==> config.mk <==
export PLATFORM = sky130hd
export DESIGN_NAME = uart_cmd_tx
export DESIGN_NICKNAME = d
export VERILOG_FILES = /design/src/rtl/uart_pkg.sv /design/src/rtl/uart_fifo.sv /design/src/rtl/uart_cmd_tx.sv
export SDC_FILE = /design/constraint.sdc
export NUM_CORES = 1
export LEC_CHECK = 0
export CAP_MARGIN = 5
export CORE_MARGIN = 2
export CORE_UTILIZATION = 40
export CTS_CLUSTER_DIAMETER = 100
export CTS_CLUSTER_SIZE = 10
export DETAILED_ROUTE_END_ITERATION = 7
export GPL_ROUTABILITY_DRIVEN = 0
export HOLD_SLACK_MARGIN = 0.03
export PLACE_DENSITY = 0.57
export SYNTH_ARGS = -nofsm -noshare
export SYNTH_HDL_FRONTEND = slang
export SYNTH_SLANG_ARGS = --single-unit
==> constraint.sdc <==
create_clock -name clk -period 4.42 [get_ports clk]
set_clock_uncertainty 0.15 [all_clocks]
set_input_delay 0.884 -clock clk [delete_from_list [all_inputs] [get_ports clk]]
set_output_delay 0.884 -clock clk [all_outputs]
set_load 0.02 [all_outputs]
==> src/rtl/uart_pkg.sv <==
// Shared command codes, configuration bit positions and transmitter state
// encoding for the command-driven UART transmitter.
package uart_pkg;

  localparam logic [1:0] CMD_DATA   = 2'd0;
  localparam logic [1:0] CMD_CONFIG = 2'd1;
  localparam logic [1:0] CMD_PREDIV = 2'd2;
  localparam logic [1:0] CMD_SPARE  = 2'd3;

  localparam logic [4:0] CMD_CONFIG_RESET = 5'b11000;

  localparam int CFG_PARITY_EN  = 0;
  localparam int CFG_PARITY_ODD = 1;
  localparam int CFG_TWO_STOP   = 2;

  typedef enum logic [2:0] {
    IDLE,
    START,
    DATA,
    PARITY,
    STOP
  } tx_state_t;

endpackage

==> src/rtl/uart_fifo.sv <==
// Small synchronous FIFO with a first-word-fall-through read port, flush,
// and a registered overflow pulse for pushes that find it full.
module uart_fifo #(
  parameter int WIDTH = 8,
  parameter int DEPTH = 4
) (
  input  logic             clk,
  input  logic             reset,
  input  logic             push,
  input  logic             pop,
  input  logic             flush,
  input  logic [WIDTH-1:0] din,
  output logic [WIDTH-1:0] dout,
  output logic             full,
  output logic             empty,
  output logic             overflow
);

  localparam int AW = $clog2(DEPTH);

  logic [WIDTH-1:0] mem [DEPTH];
  logic [AW:0]      wr_ptr_reg;
  logic [AW:0]      rd_ptr_reg;
  logic             overflow_reg;
  logic             push_ok;
  logic             pop_ok;

  // The extra pointer MSB tells a full FIFO apart from an empty one.
  assign empty    = (wr_ptr_reg == rd_ptr_reg);
  assign full     = (wr_ptr_reg[AW] != rd_ptr_reg[AW]) &&
                    (wr_ptr_reg[AW-1:0] == rd_ptr_reg[AW-1:0]);
  assign push_ok  = push && (!full || pop);
  assign pop_ok   = pop && !empty;
  assign dout     = mem[rd_ptr_reg[AW-1:0]];
  assign overflow = overflow_reg;

  always_ff @(posedge clk) begin
    if (push_ok && !flush) begin
      mem[wr_ptr_reg[AW-1:0]] <= din;
    end
  end

  always_ff @(posedge clk) begin
    if (reset || flush) begin
      wr_ptr_reg   <= '0;
      rd_ptr_reg   <= '0;
      overflow_reg <= 1'b0;
    end else begin
      if (push_ok) wr_ptr_reg <= wr_ptr_reg + 1'b1;
      if (pop_ok)  rd_ptr_reg <= rd_ptr_reg + 1'b1;
      overflow_reg <= push && full && !pop;
    end
  end

endmodule

==> src/rtl/uart_cmd_tx.sv <==
// UART transmitter fed by a 2-bit command / 5-bit argument port: nibble-wise
// data staging, FIFO queueing, programmable prescaler and frame format.
module uart_cmd_tx
  import uart_pkg::*;
#(
  parameter int               DATA_W     = 8,
  parameter int               DIV_W      = 12,
  parameter logic [DIV_W-1:0] DIV_RESET  = 12'd3,
  parameter int               FIFO_DEPTH = 4
) (
  input  logic       clk,
  input  logic       reset,
  input  logic       cmd_valid,
  input  logic [1:0] cmd,
  input  logic [4:0] arg,
  output logic       tx,
  output logic       busy,
  output logic       fifo_full,
  output logic       fifo_empty,
  output logic       overflow,
  output logic       soft_reset_strobe
);

  localparam int BIT_W = $clog2(DATA_W);

  logic [DATA_W-5:0] staging_reg;
  logic [2:0]        cfg_reg;
  logic [DIV_W-1:0]  div_shadow_reg;
  logic [DIV_W-1:0]  div_active_reg;
  logic              soft_reset_strobe_reg;

  tx_state_t         state_reg;
  logic              tx_reg;
  logic              busy_reg;
  logic [DIV_W-1:0]  cnt_reg;
  logic [DIV_W-1:0]  frame_div_reg;
  logic              frame_parity_en_reg;
  logic              frame_two_stop_reg;
  logic              stop_idx_reg;
  logic              parity_reg;
  logic [BIT_W-1:0]  bit_idx_reg;
  logic [DATA_W-1:0] shift_reg;

  logic              data_cmd;
  logic              prediv_cmd;
  logic              cfg_wr;
  logic              soft_rst;
  logic              push;
  logic              pop_req;
  logic              last_stop;
  logic [DATA_W-1:0] push_word;
  logic [DATA_W-1:0] fifo_dout;
  logic [DIV_W-1:0]  div_next;

  assign data_cmd   = cmd_valid && (cmd == CMD_DATA);
  assign prediv_cmd = cmd_valid && (cmd == CMD_PREDIV);
  assign soft_rst   = cmd_valid && (cmd == CMD_CONFIG) && (arg == CMD_CONFIG_RESET);
  assign cfg_wr     = cmd_valid && (cmd == CMD_CONFIG) && (arg[4:3] == 2'b00);
  assign push       = data_cmd && arg[4];
  assign push_word  = {arg[3:0], staging_reg};
  assign div_next   = (div_shadow_reg << 4) | DIV_W'(arg[3:0]);
  assign last_stop  = !frame_two_stop_reg || stop_idx_reg;

  // A new frame starts from IDLE or straight out of the final stop bit;
  // a coincident soft reset suppresses the pop.
  assign pop_req = !fifo_empty && !soft_rst &&
                   ((state_reg == IDLE) ||
                    ((state_reg == STOP) && (cnt_reg == '0) && last_stop));

  uart_fifo #(
    .WIDTH (DATA_W),
    .DEPTH (FIFO_DEPTH)
  ) u_fifo (
    .clk      (clk),
    .reset    (reset),
    .push     (push),
    .pop      (pop_req),
    .flush    (soft_rst),
    .din      (push_word),
    .dout     (fifo_dout),
    .full     (fifo_full),
    .empty    (fifo_empty),
    .overflow (overflow)
  );

  always_ff @(posedge clk) begin
    if (reset) begin
      staging_reg           <= '0;
      cfg_reg               <= '0;
      div_shadow_reg        <= DIV_RESET;
      div_active_reg        <= DIV_RESET;
      soft_reset_strobe_reg <= 1'b0;
    end else begin
      soft_reset_strobe_reg <= soft_rst;
      if (soft_rst) begin
        staging_reg <= '0;
      end else if (data_cmd) begin
        staging_reg <= arg[4] ? '0 : push_word[DATA_W-1:4];
      end
      if (cfg_wr) cfg_reg <= arg[2:0];
      if (prediv_cmd) begin
        div_shadow_reg <= div_next;
        if (arg[4]) div_active_reg <= div_next;
      end
    end
  end

  always_ff @(posedge clk) begin
    if (reset) begin
      state_reg           <= IDLE;
      tx_reg              <= 1'b1;
      busy_reg            <= 1'b0;
      cnt_reg             <= '0;
      frame_div_reg       <= '0;
      frame_parity_en_reg <= 1'b0;
      frame_two_stop_reg  <= 1'b0;
      stop_idx_reg        <= 1'b0;
      parity_reg          <= 1'b0;
      bit_idx_reg         <= '0;
      shift_reg           <= '0;
    end else if (soft_rst) begin
      state_reg <= IDLE;
      tx_reg    <= 1'b1;
      busy_reg  <= 1'b0;
    end else if (pop_req) begin
      // Frame parameters are frozen here so mid-frame writes only affect the next frame.
      state_reg           <= START;
      tx_reg              <= 1'b0;
      busy_reg            <= 1'b1;
      cnt_reg             <= div_active_reg;
      frame_div_reg       <= div_active_reg;
      frame_parity_en_reg <= cfg_reg[CFG_PARITY_EN];
      frame_two_stop_reg  <= cfg_reg[CFG_TWO_STOP];
      parity_reg          <= (^fifo_dout) ^ cfg_reg[CFG_PARITY_ODD];
      shift_reg           <= fifo_dout;
    end else if (state_reg != IDLE) begin
      if (cnt_reg != '0) begin
        cnt_reg <= cnt_reg - 1'b1;
      end else begin
        cnt_reg <= frame_div_reg;
        case (state_reg)
          START: begin
            state_reg   <= DATA;
            tx_reg      <= shift_reg[0];
            shift_reg   <= shift_reg >> 1;
            bit_idx_reg <= '0;
          end
          DATA: begin
            if (bit_idx_reg == BIT_W'(DATA_W - 1)) begin
              stop_idx_reg <= 1'b0;
              if (frame_parity_en_reg) begin
                state_reg <= PARITY;
                tx_reg    <= parity_reg;
              end else begin
                state_reg <= STOP;
                tx_reg    <= 1'b1;
              end
            end else begin
              tx_reg      <= shift_reg[0];
              shift_reg   <= shift_reg >> 1;
              bit_idx_reg <= bit_idx_reg + 1'b1;
            end
          end
          PARITY: begin
            state_reg    <= STOP;
            tx_reg       <= 1'b1;
            stop_idx_reg <= 1'b0;
          end
          STOP: begin
            if (!last_stop) begin
              stop_idx_reg <= 1'b1;
            end else begin
              state_reg <= IDLE;
              tx_reg    <= 1'b1;
              busy_reg  <= 1'b0;
            end
          end
          default: begin
            state_reg <= IDLE;
            tx_reg    <= 1'b1;
            busy_reg  <= 1'b0;
          end
        endcase
      end
    end
  end

  assign tx                = tx_reg;
  assign busy              = busy_reg;
  assign soft_reset_strobe = soft_reset_strobe_reg;

endmodule
Word-level counts from Yosys, hierarchy flattened
Memory sizes are Yosys's and may differ from the RTL's. A register that Yosys moved wholly into a read port is not among the register bits.
Cells that the tools add are included.
{"block": "totals", "ff_bits": 79, "out_inout_bits": 6, "ramBits": 32, "input_bits": 10, "wordCells": 136, "mem_count": 1}
{"block": "op_classes", "n_addsub": 4, "n_reduce_logical": 49, "bitwise": 5, "muxes": 37, "n_eq_ne": 20}
{"memory": "u_fifo.mem", "words": 4, "width": 8, "read_ports": 1, "rd_clocked_by_memory_dff": 1, "wr": 1, "line": "uart_fifo.sv:21", "source": "logic [WIDTH-1:0] mem [DEPTH];"}
{"cell": "$mux W12", "count": 3}
{"cell": "$mux W8", "count": 4}
{"cell": "$mux W1", "count": 17}
{"cell": "$logic_and A1 B1 Y1", "count": 16}
{"cell": "$pmux W8 S2", "count": 1}
{"cell": "$logic_not A12 Y1", "count": 1}
{"cell": "$mux W3", "count": 4}
{"cell": "$or A12 B4 Y12", "count": 1}
{"cell": "$pmux W3 S4", "count": 1}
{"cell": "$reduce_and A4 Y1", "count": 3}
{"cell": "$reduce_bool A12 Y1", "count": 1}
{"cell": "$sub A12 B1 Y12 const B", "count": 1}
{"cell": "$add A3 B1 Y3 const B", "count": 3}
{"cell": "$ne A3 B2 Y1 const B", "count": 3}
{"cell": "$reduce_bool A3 Y1", "count": 3}
{"cell": "$ne A2 B2 Y1 const B", "count": 4}
{"cell": "$reduce_xor A8 Y1", "count": 1}
{"cell": "$reduce_and A7 Y1", "count": 1}
{"cell": "$eq A3 B2 Y1 const B", "count": 2}
{"cell": "$eq A3 B3 Y1 const B", "count": 2}
{"cell": "$pmux W1 S3", "count": 2}
{"cell": "$pmux W3 S2", "count": 1}
{"cell": "$reduce_and A2 Y1", "count": 3}
{"cell": "$reduce_and A6 Y1", "count": 1}
{"cell": "22 further kinds", "count": 36}

Depth between registers and ports, before layout
{"block": "logic_depth", "word_depth": 11, "ltp_mapped": 12, "mapped_depth_nobuf": 8}

By module
A second synthesis with hierarchy kept.
{"block": "unflattened", "hier_cells": 519, "hier_area_um2": 5276.3}
{"module": "uart_cmd_tx", "cells_each": 416, "n_inst": 1, "area_per_inst_um2": 3567.2}
{"module": "uart_fifo", "cells_each": 103, "n_inst": 1, "area_per_inst_um2": 1709.1}

Worst setup path after synthesis
Ideal clock, no wire load.
{"block": "synth_timing", "path_kind": "flip-flop to flip-flop", "startpoint": "register cnt_reg[0]", "endpoint": "memory u_fifo.mem[3][0] (enable)", "arrival_time_ps": 2799, "required_time_ps": 3935, "synth_period_minus_slack_ps": 3284, "path_buffers": 2, "path_slack_ps": 1136, "path_stages_with_launch": 10, "cell_sequence": "dfxtp_1 -> inv_1 -> ha_1 -> or4b_1 -> buf_2 -> o41a_1 -> or4b_1 -> buf_2 -> a211oi_4 -> and2_1"}
{"block": "synth_via", "elab_chain_len": 10}
{"item": "start: declaration", "line": "uart_cmd_tx.sv:35", "source": "logic [DIV_W-1:0] cnt_reg;"}
{"item": "start signal: assignment", "line": "uart_cmd_tx.sv:130", "source": "cnt_reg <= div_active_reg;"}
{"item": "start signal: assignment", "line": "uart_cmd_tx.sv:138", "source": "cnt_reg <= cnt_reg - 1'b1;"}
{"item": "start signal: assignment", "line": "uart_cmd_tx.sv:140", "source": "cnt_reg <= frame_div_reg;"}
{"item": "$logic_not A12 Y1", "line": "uart_cmd_tx.sv:68", "source": "((state_reg == STOP) && (cnt_reg == '0) && last_stop));"}
{"item": "$logic_and A1 B1 Y1 (2 in series)", "line": "uart_cmd_tx.sv:68"}
{"item": "$logic_or A1 B1 Y1", "line": "uart_cmd_tx.sv:67", "source": "((state_reg == IDLE) ||"}
{"item": "$logic_and A1 B1 Y1", "line": "uart_cmd_tx.sv:66", "source": "assign pop_req = !fifo_empty && !soft_rst &&"}
{"item": "$logic_or A1 B1 Y1", "line": "uart_fifo.sv:32", "source": "assign push_ok = push && (!full || pop);"}
{"item": "$logic_and A1 B1 Y1", "line": "uart_fifo.sv:32"}
{"item": "$logic_and A1 B1 Y1", "line": "uart_fifo.sv:38", "source": "if (push_ok && !flush) begin"}
{"item": "$mux W1", "line": "uart_fifo.sv:38"}
{"item": "$mux W1 (not written as such)", "line": "uart_fifo.sv:39", "source": "mem[wr_ptr_reg[AW-1:0]] <= din;"}
{"item": "end: declaration", "line": "uart_fifo.sv:21"}
No other way between the ends.

Worst setup path in the final report
{"block": "layout_timing", "startpoint": "register cnt_reg[0]", "endpoint": "memory u_fifo.mem[3][7] (enable)"}
The elaborated chain is that of the path after synthesis.

==> impl_metrics.yaml <==
synthesis:
  post_synth_num_cell_types: 44
  synth_nets: 511
  synth_seq_cells: 113
  syn_area_um2: 4860
  ys_seq_area_frac: 0.531
  async_reset_ff_frac: 0
  avgSynthCellArea_um2: 9.86
  ys.flop_type: "dfxtp_1"
  synth_edf_count: 32
  yosys_warnings: 0
  netlist_instances: 493
worst_setup_path:
  worstPathArrival_ps: 3490
  r2r-end: "u_fifo.mem[3][7]"
  startpoint: "cnt_reg[0]"
  cp_slowest_cell: "or4b_1"
  crit_end: "u_fifo.mem[3][7]"
  worstSetupStartpointType: "flop"
  cp.required_ps: 4320
  critPathMostFrequentCell: "or4b_1"
  cp_cell_sequence: "inv_1 > ha_1 > or4b_1 > o41a_1 > or4b_1 > a211oi_4 > and2_1"
  worstPathMaxFanout: 9
  r2r_start: "cnt_reg[0]"
  r2r_setup_slack_ps: 830
  worst-r2r-cell-count: 7
  slowest_delay_ps: 580
  end_kind: "flop"
  crit_type: "reg2reg"
finish:
  final_layout_size_suffix_gt1_frac: 0.0988
  antennaDiodeCount: 0
  syn_to_final_growth_pct: 17.8
  final_nets: 521
  largest_reg_flops: 32
job:
  maxCapViolCount: 0
die:
  dieHeight_um: 114
  rows: 40
  die_area_um2: 13100
  core_um2: 12000
  start_util: 0.407
  die_x_um: 114
  ioPinCount: 16
grt:
  grt_use_total: 0.168
  grt_pass1_wl_um: 17000
  grt-ovfl-total: 0
  grt_start_max_net_pins: 65
  grt_pass1_vias: 3319
  antenna_found_initial: 0
routing:
  viasPerCell: 5.25
  ant_nets: 0
  first_iter_violations: 169
  drcViolationCount: 0
  wl_um: 10300
  detailroute.via_count: 3484
  dr.pass1.iters: 5
  wl_per_cell_um: 15.5
clock_tree:
  cts.sink_count: 113
  cts_setup_buffers: 0
  cts_tree: "yes"
  root_buffer: "clkbuf_16"
  cts-buffers-inserted: 17
  insertion_delay_ps: 400
  cts_hold_buf: 0
  cts_buffer_depth: 2
  post_cts_resized: 0
  cts-htree-levels: 4
  clk_pin_slew_ps: 50
sta:
  drv_slew: 0
  tns_ps: 0
  clock.fmax_ghz: 0.279
  tightest_slew_ps: 894
  grt_setup_unrepaired: "no"
  setup_viol: 0
  layout_min_cycle_time_ps: 3590
  final_hold_viol_count: 0
  fin_crit_sh: 0.812
  relSlewSlack: 0.402
power:
  max-vdd-ir-drop_v: 0.000273
  powerDensity_nw_per_um2: 632
  p_total_mw: 3.62
  p_leak_nw: 2.10
placement:
  port_buffers: 15
  hpwlAfterDp_um: 6920
outcome:
  status: "finished clean"
min_path:
  hold_path_depth: 2
  hold_path_class: "reg2reg"
[metal layers]
metal | wire length, um | GRT usage
met5 | 0 | 0
met4 | 117 | 0.0659
met3 | 401 | 0.0492
met2 | 4520 | 0.240
met1 | 5220 | 0.239
[layout make-up]
| cell class | instances | area (um^2) |
|---|---|---|
| Clock buffer | 20 | 437 |
| Clock inverter | 12 | 165 |
| Fill cell | 1072 | 6230 |
| Inverter | 10 | 37.5 |
| Multi-Input combinational cell | 337 | 2110 |
| Sequential cell | 113 | 2580 |
| Tap cell | 147 | 184 |
| Timing Repair Buffer | 24 | 213 |
[worst max-delay path: cells and delay by family (launching register included)]
kind                       cells  cell delay (ps)
DFF                            1              340
and+or+nand+nor                3             1590
adders and majority gates      1              190
AOI/OAI and AO/OA              2              920
buffers and inverters          1               70
[placed cells by master, fill, tap and decap left out, types with 8 or more instances in the layout]
cell / n
nand2_1: 82
dfxtp_1: 81
nor2_1: 56
a21oi_1: 42
edfxtp_1: 32
mux2i_1: 20
clkbuf_16: 17
clkdlybuf4s50_1: 14
o211ai_1: 13
xnor2_1: 11
nand3_1: 11
inv_1: 10
a311oi_1: 10
buf_4: 9
mux4_2: 8
ha_1: 8
[cells by family after synthesis]
kind of cell,synth area share
AO/OA/AOI/OAI,0.119
XOR/XNOR,0.0352
adder cells (fa/ha/maj),0.0206
buffers and inverters,0.0360
flip-flops,0.531
multiplexers,0.0782
AND/OR/NAND/NOR,0.180
[cell usage after synthesis, drive strengths merged, types with 2 or more instances]
cell type,number,area share
a211o,2,0.0036
a211oi,8,0.015
a21oi,42,0.043
a311oi,10,0.018
a31oi,2,0.0026
and2,5,0.0064
buf,7,0.0082
clkbuf,26,0.020
dfxtp,81,0.33
edfxtp,32,0.20
ha,8,0.021
inv,10,0.0077
mux2i,20,0.041
mux4,8,0.037
nand2,82,0.063
nand2b,2,0.0026
nand3,11,0.011
nand3b,5,0.0077
nor2,56,0.043
nor3,7,0.0072
nor3b,3,0.0046
nor4,4,0.0051
o211ai,13,0.020
o21ai,7,0.0072
or2,3,0.0039
or3,5,0.0064
or4,4,0.0062
or4b,3,0.0062
xnor2,11,0.020
xor2,6,0.011
[per-stage QoR]
stage	std cells	hold slack, ps	cell area, um^2	utilization	setup slack (ps)
finish	663	300	5730	0.479	831
global route	663	317	5730	0.479	636
CTS	663	303	5730	0.479	784
detailed placement	631	296	5130	0.429	597
global placement	631	288	5130	0.429	675
floorplan	493	282	4860	-	1140
[power breakdown]
group / internal, mW / total, mW / switching (mW)
registers: 1.17 / 1.28 / 0.107
clock network: 0.934 / 1.38 / 0.442
logic: 0.411 / 0.971 / 0.560
total: 2.51 / 3.62 / 1.11
[worst min-delay path by stage]
stage | startpoint | end | slack (ps)
floorplan | cfg_reg[2] | frame_two_stop_reg | 280
global placement | cfg_reg[2] | frame_two_stop_reg | 290
detailed placement | cfg_reg[2] | frame_two_stop_reg | 300
CTS | cfg_reg[2] | frame_two_stop_reg | 300
global route | cfg_reg[2] | frame_two_stop_reg | 320
finish | cfg_reg[2] | frame_two_stop_reg | 300
Note: power is estimated with default switching activity, not from simulation.
